File: src/rtl/spi_slave_param.sv
// Oversampled SPI slave: all four modes, configurable width and bit order, gapless multi-word frames.
// Define SPI_SLV_ERR_EN to add sticky underrun/abort error flags with err_clr.
module spi_slave_param #(
  parameter int unsigned DATA_WIDTH  = 8,
  parameter int unsigned LSB_FIRST   = 0,
  parameter int unsigned SYNC_STAGES = 2
) (
  input  logic                  clk,
  input  logic                  reset,
  input  logic [1:0]            mode,
  input  logic                  sclk,
  input  logic                  cs_n,
  input  logic                  mosi,
  output logic                  miso,
  output logic                  miso_oe,
  input  logic [DATA_WIDTH-1:0] tx_data,
  input  logic                  tx_valid,
  output logic                  tx_ready,
  output logic [DATA_WIDTH-1:0] rx_data,
  output logic                  rx_valid,
  output logic                  busy
`ifdef SPI_SLV_ERR_EN
  ,
  input  logic                  err_clr,
  output logic                  err_underrun,
  output logic                  err_abort
`endif
);

  localparam int unsigned CNT_W = $clog2(DATA_WIDTH + 1);

  typedef enum logic [1:0] {IDLE, LOAD, SHIFT} state_t;

  state_t                  state, state_nxt;
  logic [SYNC_STAGES-1:0]  sclk_sync, cs_sync, mosi_sync;
  logic                    sclk_s, cs_s, mosi_s, sclk_q, cs_q;
  logic [1:0]              mode_q;
  logic [DATA_WIDTH-1:0]   tx_buf, tx_sh, rx_sh, load_word;
  logic [CNT_W-1:0]        cnt;
  logic                    cpol, cpha, lead_c, trail_c, sample_c, shift_c;
  logic                    cs_fall_c, last_sample_c, load_c, done_c;
  logic                    tx_wr_c, tx_take_c, tx_full_nxt_c;

  function automatic logic first_bit(input logic [DATA_WIDTH-1:0] w);
    return (LSB_FIRST != 0) ? w[0] : w[DATA_WIDTH-1];
  endfunction

  function automatic logic [DATA_WIDTH-1:0] shifted(input logic [DATA_WIDTH-1:0] w);
    return (LSB_FIRST != 0) ? (w >> 1) : (w << 1);
  endfunction

  function automatic logic [DATA_WIDTH-1:0] rx_next(input logic [DATA_WIDTH-1:0] w, input logic b);
    return (LSB_FIRST != 0) ? {b, w[DATA_WIDTH-1:1]} : {w[DATA_WIDTH-2:0], b};
  endfunction

  // Pin synchronisers plus one delayed copy for edge detection
  always_ff @(posedge clk) begin
    if (reset) begin
      sclk_sync <= '0;
      cs_sync   <= '1;
      mosi_sync <= '0;
      sclk_q    <= 1'b0;
      cs_q      <= 1'b1;
    end else begin
      sclk_sync <= {sclk_sync[SYNC_STAGES-2:0], sclk};
      cs_sync   <= {cs_sync[SYNC_STAGES-2:0], cs_n};
      mosi_sync <= {mosi_sync[SYNC_STAGES-2:0], mosi};
      sclk_q    <= sclk_s;
      cs_q      <= cs_s;
    end
  end

  assign sclk_s        = sclk_sync[SYNC_STAGES-1];
  assign cs_s          = cs_sync[SYNC_STAGES-1];
  assign mosi_s        = mosi_sync[SYNC_STAGES-1];
  assign cpol          = mode_q[1];
  assign cpha          = mode_q[0];
  assign lead_c        = (sclk_s ^ sclk_q) & (sclk_s != cpol);
  assign trail_c       = (sclk_s ^ sclk_q) & (sclk_s == cpol);
  assign sample_c      = cpha ? trail_c : lead_c;
  assign shift_c       = cpha ? lead_c : trail_c;
  assign cs_fall_c     = cs_q & ~cs_s;
  assign last_sample_c = sample_c && (cnt == CNT_W'(DATA_WIDTH - 1));
  assign load_word     = tx_ready ? '0 : tx_buf;
  assign tx_wr_c       = tx_valid & tx_ready;
  assign tx_take_c     = load_c & ~tx_ready;
  assign tx_full_nxt_c = tx_wr_c | (~tx_ready & ~tx_take_c);

  always_ff @(posedge clk) begin
    if (reset) state <= IDLE;
    else       state <= state_nxt;
  end

  // A final sample coinciding with cs_n rise still completes the word
  always_comb begin
    state_nxt = state;
    load_c    = 1'b0;
    done_c    = 1'b0;
    case (state)
      IDLE: if (cs_fall_c) state_nxt = LOAD;
      LOAD: begin
        if (cs_s) begin
          state_nxt = IDLE;
        end else begin
          load_c    = 1'b1;
          state_nxt = SHIFT;
        end
      end
      SHIFT: begin
        if (cnt == CNT_W'(DATA_WIDTH)) begin
          done_c    = 1'b1;
          state_nxt = cs_s ? IDLE : LOAD;
        end else if (cs_s && !last_sample_c) begin
          state_nxt = IDLE;
        end
      end
      default: state_nxt = IDLE;
    endcase
  end

  always_ff @(posedge clk) begin
    if (reset) begin
      mode_q   <= 2'b00;
      tx_buf   <= '0;
      tx_ready <= 1'b1;
      tx_sh    <= '0;
      rx_sh    <= '0;
      cnt      <= '0;
      miso     <= 1'b0;
      miso_oe  <= 1'b0;
      rx_data  <= '0;
      rx_valid <= 1'b0;
      busy     <= 1'b0;
    end else begin
      rx_valid <= 1'b0;
      tx_ready <= ~tx_full_nxt_c;
      busy     <= (state_nxt != IDLE);
      if (tx_wr_c) tx_buf <= tx_data;
      if (state == IDLE && cs_fall_c) mode_q <= mode;
      if (load_c) begin
        cnt     <= '0;
        miso_oe <= 1'b1;
        if (!cpha) begin
          miso  <= first_bit(load_word);
          tx_sh <= shifted(load_word);
        end else begin
          tx_sh <= load_word;
        end
      end
      if (state == SHIFT && state_nxt == SHIFT) begin
        if (sample_c) begin
          rx_sh <= rx_next(rx_sh, mosi_s);
          cnt   <= cnt + CNT_W'(1);
        end
        // CPHA=0: the trailing edge of the previous word's last bit lands with cnt==0
        if (shift_c && (cpha || cnt != '0)) begin
          miso  <= first_bit(tx_sh);
          tx_sh <= shifted(tx_sh);
        end
      end
      if (done_c) begin
        rx_data  <= rx_sh;
        rx_valid <= 1'b1;
        cnt      <= '0;
      end
      if (state_nxt == IDLE) begin
        miso    <= 1'b0;
        miso_oe <= 1'b0;
        cnt     <= '0;
      end
    end
  end

`ifdef SPI_SLV_ERR_EN
  logic abort_c;
  assign abort_c = (state == SHIFT) && (state_nxt == IDLE) &&
                   (cnt != CNT_W'(DATA_WIDTH)) && (cnt != '0);

  // Sticky error flags; a new event wins over a simultaneous clear
  always_ff @(posedge clk) begin
    if (reset) begin
      err_underrun <= 1'b0;
      err_abort    <= 1'b0;
    end else begin
      if (load_c && tx_ready) err_underrun <= 1'b1;
      else if (err_clr)       err_underrun <= 1'b0;
      if (abort_c)            err_abort <= 1'b1;
      else if (err_clr)       err_abort <= 1'b0;
    end
  end
`endif

endmodule
File: config.mk
export PLATFORM = sky130hd
export DESIGN_NAME = spi_slave_param
export DESIGN_NICKNAME = d
export VERILOG_FILES = /design/src/rtl/spi_slave_param.sv
export SDC_FILE = /design/constraint.sdc
export NUM_CORES = 1
export LEC_CHECK = 0
export CORE_ASPECT_RATIO = 1.4
export CORE_MARGIN = 2
export CORE_UTILIZATION = 55
export CTS_BUF_LIST = sky130_fd_sc_hd__clkbuf_4
export DETAILED_ROUTE_END_ITERATION = 10
export GPL_ROUTABILITY_DRIVEN = 0
export PLACE_DENSITY = 0.8
export SLEW_MARGIN = 20
export SYNTH_ARGS = -nofsm -noshare
export SYNTH_HDL_FRONTEND = slang
export SYNTH_SLANG_ARGS = --single-unit
File: constraint.sdc
create_clock -name clk -period 3.2 [get_ports clk]
set_input_delay 0.96 -clock clk [delete_from_list [all_inputs] [get_ports clk]]
set_output_delay 0.96 -clock clk [all_outputs]
set_load 0.005 [all_outputs]
# Word level (Yosys, flattened, before mapping)
# Index checks and enable logic that the tools add are counted.
[totals] register_bits=53 in_bits=16 word_cells=76
[op_classes] n_addsub=1 eq_ne=7 n_mux=25 bitwise_logic=12 n_reduce_logical=14
[ops] op="$mux W8" count=5
[ops] op="$mux W1" count=12
[ops] op="$mux W4" count=3
[ops] op="$mux W2" count=4
[ops] op="$and A1 B1 Y1" count=6
[ops] op="$pmux W2 S3" count=1
[ops] op="$logic_and A1 B1 Y1" count=5
[ops] op="$add A4 B1 Y4 const B" count=1
[ops] op="$eq A2 B2 Y1 const B" count=2
[ops] op="$eq A4 B3 Y1 const B" count=1
[ops] op="$eq A4 B4 Y1 const B" count=1
[ops] op="$logic_not A2 Y1" count=2
[ops] op="$not A1 Y1" count=4
[ops] op="$reduce_bool A4 Y1" count=1
[ops] op="$reduce_or A3 Y1" count=1
[ops] op="$eq A2 B1 Y1 const B" count=1
[ops] op="$reduce_and A2 Y1" count=1
[ops] op="$reduce_bool A2 Y1" count=1
[ops] op="$reduce_or A2 Y1" count=1
[ops] op="$eq A1 B1 Y1" count=1
[ops] op="$logic_not A1 Y1" count=1
[ops] op="$logic_or A1 B1 Y1" count=1
[ops] op="$ne A1 B1 Y1" count=1
[ops] op="$or A1 B1 Y1" count=1
[ops] op="$xor A1 B1 Y1" count=1

# Longest topological paths before layout
# Gate-level depths: netlist (run 1).
[logic_depth] ltp_word=12 ltp_mapped=8 mapped_depth_nobuf=7

# Least setup slack after synthesis (run 1)
# No wires, ideal clock.
[synth_timing] path_type="register to register" start="register cnt[0]" end="register cnt[2]" arrival_time_ns=1.658 slack_ns=1.462 stages_incl_launch_ff=8 path_cell_list="dfxtp_1 -> inv_1 -> ha_1 -> and3b_1 -> nor2_1 -> nand3_1 -> mux2_1 -> a211oi_2"
[synth_via] elab_chain_len=10 elab_cells_between_ends=17
[synth_lines] item="from (decl)" line="39" text="logic [CNT_W-1:0] cnt;"
[synth_lines] item="from (signal assigned)" line="153" text="cnt <= cnt + CNT_W'(1);"
[synth_lines] item="$eq A4 B3 Y1" line="83" text="assign last_sample_c = sample_c && (cnt == CNT_W'(DATA_WIDTH - 1));"
[synth_lines] item="$logic_and A1 B1 Y1" line="83"
[synth_lines] item="$logic_not A1 Y1" line="113" text="end else if (cs_s && !last_sample_c) begin"
[synth_lines] item="$logic_and A1 B1 Y1" line="113"
[synth_lines] item="$mux W2" line="113"
[synth_lines] item="$mux W2" line="110" text="if (cnt == CNT_W'(DATA_WIDTH)) begin"
[synth_lines] item="$pmux W2 S3" line="99" text="case (state)"
[synth_lines] item="$eq A2 B2 Y1" line="150" text="if (state == SHIFT && state_nxt == SHIFT) begin"
[synth_lines] item="$logic_and A1 B1 Y1" line="150"
[synth_lines] item="$mux W4" line="150"
# Parallel ways exist; a longest one is shown, timed or not.
# A chain may end at the register's enable or synchronous reset.

# Worst setup path after layout (run 1)
# Ends and elaborated chain as after synthesis.

==> results.md, run 1 <==
- The total of hold buffers inserted after clock tree synthesis is 0.
- The number of buffers inserted by post-CTS setup repair is 0.
- The transition at the pin with the smallest max-transition slack is 879.5 ps.
- In the final layout, the share of cells above drive strength 1 is 0.07042.
- The detailed router finished its first iteration with 47 violations.
- 0 antenna diodes ended up in the layout.
- The number of enable-type register cells in the synthesized netlist is 0.
- At the worst endpoint, the required time is 3520 ps.
- The most common cell after layout, fill and taps aside is dfxtp_1.
- In this run the deepest clock path goes through 2 buffers.
- The largest vdd supply drop is 0.3717 mV.
- In the post-route analysis, the smallest setup slack over all paths is 935.5 ps.
- Max-cap violations in this run came to 0.
- The path type of the worst min-delay path is reg -> reg.
- The detailed-route vias per instance is 5.670.
- The worst setup path is of the reg -> reg kind.
- The share of flip-flops with an asynchronous set or reset is 0.
- The synthesis-to-layout area growth is 19.44%.
- OpenSTA, run right after detailed placement, puts the worst setup slack at 979.7 ps.
- The sort of element at the start of the critical path is a flip-flop.
- The post-CTS clock slew at the launch and capture registers of the worst setup and hold paths is 150 ps.
- The count of antenna-violating nets left after detailed routing is 0.
- The run finished with clean final reports.
- The startpoint identified for the worst hold timing path is cs_sync[0].
- The critical path endpoint category is a flip-flop.
- The maximum fanout encountered on the critical timing path is 13.
- The average cell area after synthesis is 8.499 µm².
- The worst path needs 2264 ps of the cycle, external delays included.
- The number of antenna violations at the first check in global routing is 0.
- The number of nets in the synthesized netlist is 274.
- The boundary pin count is 29.
- For this run, the register share of the synthesized area comes to 0.4876.
- The floorplan die area is 4482 µm².
- The worst reg-to-reg setup slack is 940 ps.
- The instance count of the mapped netlist is 256.
- The area of the mapped netlist is 2176 µm².
- Buffers inserted during clock tree synthesis total 5.
- Setup repair after global routing left no endpoint under its margin.
- The number of sinks handled by clock tree synthesis is 53.
- Counting distinct cell types in the post-synthesis netlist gives 36.
- Of all cell types, the one taking the most synthesized area is dfxtp_1.
- The main flop type after synthesis is dfxtp_1.
- After detailed routing, the number of remaining DRC violations is 0.
- The total count of hold-check failures in the final report came to 0.
- The clock insertion delay at the later pin of the skew report is 380 ps.
- The critical path arrival is 2580 ps.
- The width of the die is 57.16 µm.
- Entering global routing, the biggest net connects 28 pins.
- The endpoint of the most critical register-to-register path is cnt[2].
- The timing-limited maximum frequency is 441.6 MHz.
- The synthesis-stage register bit count is 53.
- In the layout the commonest cells are dfxtp_1 (53), nand2_1 (49), a21oi_1 (36).
- The static leakage is 0.8565 nW.
- Counting instances, the worst hold path has a depth of 1.
- The number of nets in the layout is 301.
- The path with the worst hold slack has its endpoint at cs_sync[1].
- The final max-slew violation count is 0.
- The sum of negative setup slack is 0 ps.
- The wire-length estimate of the detail-placed layout is 2.979 mm.
- The CTS tree is yes.
- The H-tree level count is 2.
- The floorplan step defined a core boundary enclosing 3851 µm².
- The height of the chip is 78.42 µm.
- The initial utilization of the core area, before any placement, comes to 0.5650.
- Setup violations remaining at the end of the flow were counted as 0.
- Buffers placed on the I/O ports in this run total 28.
- Before antenna repair, the detailed router went through 4 iterations.
- The number of cells on the worst reg-to-reg path is 7.
- Power spread over the standard cell area amounts to 463.3 nW/µm².
- The final route contains 1,854 vias.
- Dividing the detail-routed wire length by the instance count gives 12.83 µm.
- The number of fill cells is 354.
- The site row count is 27.
- On the final layout, the worst clock skew is 14.51 ps.
- The top-area cell type share of the netlist area is 0.4876.
- Clock tree synthesis selected as its root buffer the cell clkbuf_4.
- The portion of the clock cycle consumed by the worst path in the final layout is 0.7077.
- For this run, the total global-route usage over all layers was measured as 0.2041.
- The count of warnings emitted by yosys is 0.
- The relative max-transition margin is 0.4054.
- The via count of the first global-routing pass is 1,696.
- The post-cts resize count is 0.
- After global routing the overflow that remains totals 0.
- The total length of routed wires is 4.195 mm.
- Ranked by total cell area, the synthesized netlist is headed by dfxtp_1 (49%), nand2_1 (8.5%), a21oi_1 (8.3%), mux2i_1 (5.1%), nor3_1 (3.7%).
- The first global-routing pass estimated 7.231 mm of wire.
- The startpoint identified for the worst register-to-register timing path is cnt[0].
==> metal layers <==
metal	up-vias	part of all wire	global-route usage
li1	946	-	-
met1	862	0.41	0.2271
met2	36	0.53	0.3586
met3	10	0.031	0.05107
met4	0	0.023	0.09302
met5	-	0	0
==> worst max-delay path, cell delays in order (launching register included) <==
cell      delay (ps)
dfxtp_1          410
inv_1             70
ha_1             220
and3b_1          180
nor2_1           230
nand3_1          410
mux2_1           470
a211oi_2         200
==> cells by family (layout without fill, tap and decap cells) <==
group | after synthesis | in the layout | synth area share
xor gates and xnor gates | 1 | 1 | 0.004026
AOI/OAI and AO/OA | 59 | 59 | 0.1633
adders and majority gates | 2 | 2 | 0.01150
buffers and inverters | 16 | 44 | 0.02875
DFF | 53 | 53 | 0.4876
muxes | 13 | 13 | 0.06210
and+or+nand+nor | 112 | 112 | 0.2427
==> state kept, by name, summed over array words and instances, names as in the netlist, 2 cells and up <==
register / flops
cs_sync: 2
state: 2
cnt: 4
tx_buf: 8
rx_sh: 8
mosi_sync: 2
sclk_sync: 2
tx_sh: 8
mode_q: 2
rx_data: 8
==> cells in the mapped netlist, types with 2 or more instances <==
cell,count
a211oi_1,9
a21oi_1,36
a22o_1,2
a31oi_1,2
buf_1,3
buf_2,2
clkbuf_1,8
dfxtp_1,53
ha_1,2
inv_1,3
mux2i_1,11
nand2_1,49
nand2b_1,4
nand3_1,14
nand3b_1,2
nor2_1,10
nor2b_1,7
nor3_1,16
o21ai_0,4
or2_2,3
==> area by class of cell <==
class | instances | area [µm²] | share of cell area
sequential | 53 | 1061 | 0.4083
multi-input combinational | 187 | 1052 | 0.4049
timing repair buffer | 33 | 317.8 | 0.1223
clock inverter | 3 | 65.06 | 0.02504
tap | 43 | 53.80 | 0.02070
clock buffer | 5 | 37.54 | 0.01444
inverter | 3 | 11.26 | 0.004333
==> how the worst max path moves through the flow <==
stage / startpoint / to / slack (ps) / depth (start not counted)
2_1_floorplan: cnt[0] / cnt[2] / 1460 / 7
3_3_place_gp: reset / miso / 990 / 4
3_5_place_dp: reset / miso / 980 / 4
4_1_cts: cnt[0] / cnt[2] / 930 / 7
5_1_grt: cnt[0] / cnt[2] / 690 / 7
6_report: cnt[0] / cnt[2] / 940 / 7
==> stage by stage <==
stage            util  cell area, µm²  cells  power [mW]  hold slack (ps)
3_3_place_gp   0.6481            2496    319      0.7682            393.3
5_1_grt        0.6748            2599    327       1.243            437.4
4_1_cts        0.6748            2599    327       1.209            429.2
2_1_floorplan       -            2176    256      0.7369            389.5
3_5_place_dp   0.6481            2496    319      0.7702            397.6
6_report       0.6748            2599    327       1.204            425.7
==> power breakdown <==
| part | internal [mW] | switching, mW | total, mW |
|---|---|---|---|
| Combinational | 0.0381 | 0.0359 | 0.0740 |
| Sequential | 0.673 | 0.00821 | 0.681 |
| Clock | 0.242 | 0.207 | 0.449 |
| Total | 0.953 | 0.251 | 1.20 |
(Power assumes the default switching activity.)
==> inputs of run 2 (changes only) <==
Clock period 3.2 ns to 2.15 ns, I/O delays scaled along.
==> results.md, run 2 (same netlist as run 1, synthesis figures left out) <==
- The height of the chip is 78.42 µm (unchanged).
- The number of nets in the layout is 307 (+2.0%).
- The detailed-route via count is 1,862 (+0.43%).
- The final HPWL from detailed placement came to 3.097 mm (+4.0%).
- The switching share of total power is 0.2357 (+0.02738).
- The total of hold buffers inserted after clock tree synthesis was 0 (unchanged).
- The worst hold slack after final layout is 446.3 ps (+20.59 ps).
- The sum of negative setup slack is 0 ps (unchanged).
- The sort of element at the start of the critical path is a flip-flop.
- The first-pass iteration count of the detailed router is 4 (unchanged).
- The H-tree level count was 2 (unchanged).
- The portion of the clock cycle consumed by the worst path in the final layout is 0.9230 (+0.2154).
- The post-route DRC violation count is 0 (unchanged).
- In the layout the commonest cells are dfxtp_1 (53), nand2_1 (49), a21oi_1 (36).
- The cell area power density is 595.1 nW/µm² (+28%).
- The net switching component of the power is 364.1 µW (+45%).
- The count of port buffers added during placement is 28 (unchanged).
- The maximum fanout encountered on the critical timing path is 6 (-7).
- The total count of hold-check failures in the final report came to 0 (unchanged).
- The max-capacitance violation count is 0 (unchanged).
- The post-cts resize count is 0 (unchanged).
- The share of total power in the clock network is 0.270 (-0.103).
- The relative max-transition margin is 0.6072 (+0.2018).
- The number of non-filler instances in the completed layout is 333 (+1.8%).
- The proportion of power drawn by combinational gates is 0.074 (+0.013).
- The number of antenna violations at the first check in global routing is 0 (unchanged).
- The fraction of layout cells with a size suffix above 1 is 0.08621 (+0.01578).
- The total instance count after detailed placement is 325 (+1.9%).
- The portion of total power attributed to sequential cells was 0.656 (+0.090).
- The placed cell area came to 2541 µm² (+1.8%).
- The cell internal power dissipation is 1.181 mW (+24%).
- The critical path endpoint category is a flip-flop.
- TritonCTS built the clock tree.
- The synthesis-to-layout area growth came to 19.32% (about the same).
- The routed length per placed instance was 12.66 µm (-1.3%).
- The initial standard-cell utilization of the core was 0.5650 (unchanged).
- The critical path arrival is 2290 ps (-290 ps).
- The boundary pin count was 29 (unchanged).
- The CTS buffer count is 5 (unchanged).
- The largest clock skew in the final design was 7.264 ps (-7.251 ps).
- The timing-limited maximum frequency came to 503.9 MHz (+14%).
- The via count of the first global-routing pass is 1,731 (+2.1%).
- The final max-slew violation count is 0 (unchanged).
- The post-route minimum period is 1985 ps (-280.0 ps).
- The largest vdd supply drop is 0.4165 mV (+12%).
- The endpoint required time on the critical path was 2450 ps (-1070 ps).
- The aggregate global-route resource usage was 0.2096 (+0.005523).
- The floorplan die area was 4482 µm² (unchanged).
- The wire length of the first global-routing pass is 7.507 mm (+3.8%).
- The count of antenna-violating nets left after detailed routing was 0 (unchanged).
- The run finished with clean final reports.
- The most common cell after layout, fill and taps aside is dfxtp_1.
- The maximum number of buffers from clock root to sink was 2 (unchanged).
- The starting DRC count in detailed routing is 47 (unchanged).
- The post-CTS clock slew at the launch and capture registers of the worst setup and hold paths is 140 ps (about the same).
- The total length of routed wires is 4.216 mm (+0.50%).
- The site row count is 27 (unchanged).
- The global route total overflow came to 0 (unchanged).
- The number of buffers inserted by post-CTS setup repair came to 0 (unchanged).
- The area of the placeable core was 3851 µm² (unchanged).
- The buffer cell driving the clock tree root is clkbuf_4.
- The number of fill cells came to 339 (-4.2%).
- The final instance area is 2596 µm² (about the same).
- The setup-violating endpoint count in the final report came to 0 (unchanged).
- The width of the die was 57.16 µm (unchanged).
- The critical path is of the reg -> reg type.
- The total inserted antenna cells came to 0 (unchanged).
- The maximum number of pins on one net before global-route repair is 26 (-7.1%).
- In this run the worst hold path is classified as reg -> reg.
- Setup repair after global routing left no endpoint under its margin.
- The static leakage came to 0.8601 nW (+0.42%).
- The clock insertion delay at the later pin of the skew report is 370 ps (about the same).
- The detailed-route vias per instance was 5.592 (-1.4%).
- The transition at the pin with the smallest max-transition slack was 583.0 ps (-296.4 ps).
- The number of sinks handled by clock tree synthesis is 53 (unchanged).
==> run 2: final timing paths <==
path | end | slack (ps) | cells past startpoint | from
hold / removal | mosi_sync[1] | 450 | 1 | mosi_sync[0]
setup / recovery | cnt[2] | 170 | 7 | cnt[0]
setup reg to reg | cnt[2] | 170 | 7 | cnt[0]
hold reg to reg | mosi_sync[1] | 450 | 1 | mosi_sync[0]
==> run 2: through the flow <==
step	setup WS (ps)	power, mW	utilization
after detailed placement	153.6	1.151	0.6598
final	165.5	1.545	0.6741
after global placement	261.3	1.148	0.6598
after floorplan	412.3	1.097	-
after CTS	118.0	1.560	0.6728
after global routing	38.26	1.615	0.6741
==> run 2: layout make-up <==
| class | instances | area (µm²) | area share |
|---|---|---|---|
| Clock inverter | 3 | 12.51 | 0.004819 |
| Inverter | 3 | 11.26 | 0.004337 |
| Timing Repair Buffer | 39 | 362.8 | 0.1398 |
| Sequential cell | 53 | 1061 | 0.4087 |
| Tap cell | 43 | 53.80 | 0.02072 |
| Multi-Input combinational cell | 187 | 1057 | 0.4072 |
| Clock buffer | 5 | 37.54 | 0.01446 |
==> run 2: power by group through the flow <==
stage	registers, mW	clock network [mW]	logic [mW]
4_1_cts	1.01	0.431	0.115
3_5_place_dp	1.04	0	0.115
3_3_place_gp	1.03	0	0.113
5_1_grt	1.02	0.470	0.127
6_report	1.01	0.417	0.115
2_1_floorplan	1.03	0	0.0638
==> run 2: critical path: stages (launching register included) <==
cell and delay, ps:
dfxtp_1 400, inv_1 80, ha_1 220, and3b_1 180, nor2_1 260, nand3_2 190, mux2_1 370, a211oi_2 200
==> run 2: per-layer routing <==
layer	share of wire	global-route usage
met5	0	0
met2	0.53	0.3575
met3	0.032	0.04448
met4	0.023	0.1047
met1	0.41	0.2442
==> inputs of run 3 (changes only) <==
Settings changed: CTS_BUF_LIST sky130_fd_sc_hd__clkbuf_4 to sky130_fd_sc_hd__clkbuf_8, SKIP_CTS_REPAIR_TIMING set to 1.
Clock period 2.15 ns to 1.95 ns, I/O delays scaled along.
==> results.md, run 3 (same netlist as run 1, synthesis figures left out) <==
- The detailed-route via count is 1,872 (+0.54%).
- The area of the placeable core was 3851 µm² (unchanged).
- The total instance count after detailed placement is 328 (+0.92%).
- The routed length per placed instance is 12.95 µm (+2.3%).
- The final HPWL from detailed placement is 3.195 mm (+3.2%).
- The path type of the worst min-delay path is reg -> reg.
- The CTS buffer count is 5 (unchanged).
- The aggregate global-route resource usage is 0.2031 (-0.006545).
- The setup path with the least slack is of type reg -> reg.
- The number of sinks handled by clock tree synthesis is 53 (unchanged).
- The initial standard-cell utilization of the core is 0.5650 (unchanged).
- The max-capacitance violation count is 0 (unchanged).
- The timing-limited maximum frequency is 563.6 MHz (+12%).
- The total design power is 2.013 mW (+30%).
- The maximum number of pins on one net before global-route repair is 23 (-12%).
- The first-pass iteration count of the detailed router is 4 (unchanged).
- The via count of the first global-routing pass is 1,675 (-3.2%).
- The maximum fanout encountered on the critical timing path is 6 (unchanged).
- The fraction of layout cells with a size suffix above 1 is 0.1250 (+0.03879).
- The number of fill cells is 320 (-5.6%).
- The number of nets in the layout is 313 (+2.0%).
- Setup repair after global routing left no endpoint under its margin.
- TritonCTS built the clock tree.
- The final max-slew violation count is 0 (unchanged).
- The endpoint required time on the critical path is 2190 ps (-260 ps).
- The detailed-route vias per instance is 5.522 (-1.2%).
- The total length of routed wires is 4.390 mm (+4.1%).
- The worst setup slack before clock tree synthesis came to 96.68 ps (-56.91 ps).
- The count of port buffers added during placement is 28 (unchanged).
- The critical path arrival was 2010 ps (-280 ps).
- STA classifies the critical path startpoint as a flip-flop.
- The root buffer cell chosen for the clock tree is clkbuf_8.
- The number of antenna violations at the first check in global routing came to 0 (unchanged).
- The number of non-filler instances in the completed layout was 339 (+1.8%).
- The H-tree level count is 2 (unchanged).
- The transition at the pin with the smallest max-transition slack is 513.1 ps (-69.97 ps).
- The post-CTS clock slew at the launch and capture registers of the worst setup and hold paths came to 100 ps (-40 ps).
- The maximum number of buffers from clock root to sink is 2 (unchanged).
- The floorplan die area is 4482 µm² (unchanged).
- The most common cell after layout, fill and taps aside is dfxtp_1.
- The final instance area is 2714 µm² (+4.5%).
- The critical path endpoint category is a flip-flop.
- The wire length of the first global-routing pass is 7.231 mm (-3.7%).
- The total inserted antenna cells is 0 (unchanged).
- The cell area power density is 741.7 nW/µm² (+25%).
- The portion of the clock cycle consumed by the worst path in the final layout is 0.9100 (-0.01307).
- The site row count was 27 (unchanged).
- The setup-violating endpoint count in the final report is 0 (unchanged).
- The placed cell area came to 2564 µm² (+0.89%).
- The height of the chip is 78.42 µm (unchanged).
- The area growth from synthesis to layout is 24.73%.
- The sum of negative setup slack is 0 ps (unchanged).
- The clock insertion delay at the later pin of the skew report is 320 ps (-50 ps).
- The library cells used most frequently in the layout, excluding fill and tap cells, are dfxtp_1 (52), nand2_1 (48), a21oi_1 (36).
- The count of antenna-violating nets left after detailed routing is 0 (unchanged).
- The post-layout worst setup margin is 175.6 ps (+10.09 ps).
- The largest clock skew in the final design is 11.88 ps (+4.620 ps).
- The flow ran to the end, and the final reports show no timing, DRC or antenna violations.
- The relative max-transition margin is 0.6543 (+0.04714).
- The worst hold slack after final layout was 421.4 ps (-24.86 ps).
- The starting DRC count in detailed routing came to 40 (-15%).
- The static leakage came to 0.9135 nW (+6.2%).
- The core occupancy in the finished layout is 0.7047 (+0.03054).
- The post-route minimum period is 1774 ps (-210.1 ps).
- The total count of hold-check failures in the final report came to 0 (unchanged).
- The width of the die was 57.16 µm (unchanged).
- The global route total overflow was 0 (unchanged).
- The post-route DRC violation count is 0 (unchanged).
- The largest vdd supply drop is 0.7253 mV (+74%).
- The boundary pin count is 29 (unchanged).
## run 3: cell types whose count changed in the layout (fill, tap and decap cells not counted), moves of 2 or more
cell	change
buf_4	+6
clkbuf_4	-5
clkbuf_8	+5
clkinv_1	-2
## run 3: area by class of cell
| type | instances | area (µm²) | share of cell area |
|---|---|---|---|
| Clock inverter | 3 | 46.29 | 0.01706 |
| Multi-Input combinational cell | 187 | 1064 | 0.3919 |
| Inverter | 3 | 11.26 | 0.004149 |
| Clock buffer | 5 | 68.82 | 0.02536 |
| Sequential cell | 53 | 1062 | 0.3914 |
| Timing Repair Buffer | 45 | 407.9 | 0.1503 |
| Tap cell | 43 | 53.80 | 0.01982 |
## run 3: report_power, final
group	switching (mW)	internal [mW]
clock	0.383	0.385
combinational	0.0605	0.0675
sequential	0.0140	1.10
total	0.458	1.56
## run 3: worst max-delay path: stages (launching register included)
cell and delay [ps]:
dfxtp_1 390, inv_1 60, ha_1 200, and3b_1 190, nor2_2 140, nand3_2 150
mux2_1 370, a211oi_2 210
## run 3: routing by layer
metal | GRT usage | vias to the layer above | part of all wire
met5 | 0 | - | 0
met4 | 0.06977 | 0 | 0.015
met3 | 0.04448 | 6 | 0.027
met2 | 0.3736 | 27 | 0.54
met1 | 0.2250 | 871 | 0.41
li1 | - | 968 | -
## run 3: path summary, 6_finish.rpt
| path | slack (ps) | cells after the start | startpoint | endpoint |
|---|---|---|---|---|
| setup / recovery | 180 | 7 | cnt[1] | cnt[2] |
| setup reg to reg | 180 | 7 | cnt[1] | cnt[2] |
| hold reg to reg | 420 | 1 | cs_sync[0] | cs_sync[1] |
| hold / removal | 420 | 1 | cs_sync[0] | cs_sync[1] |
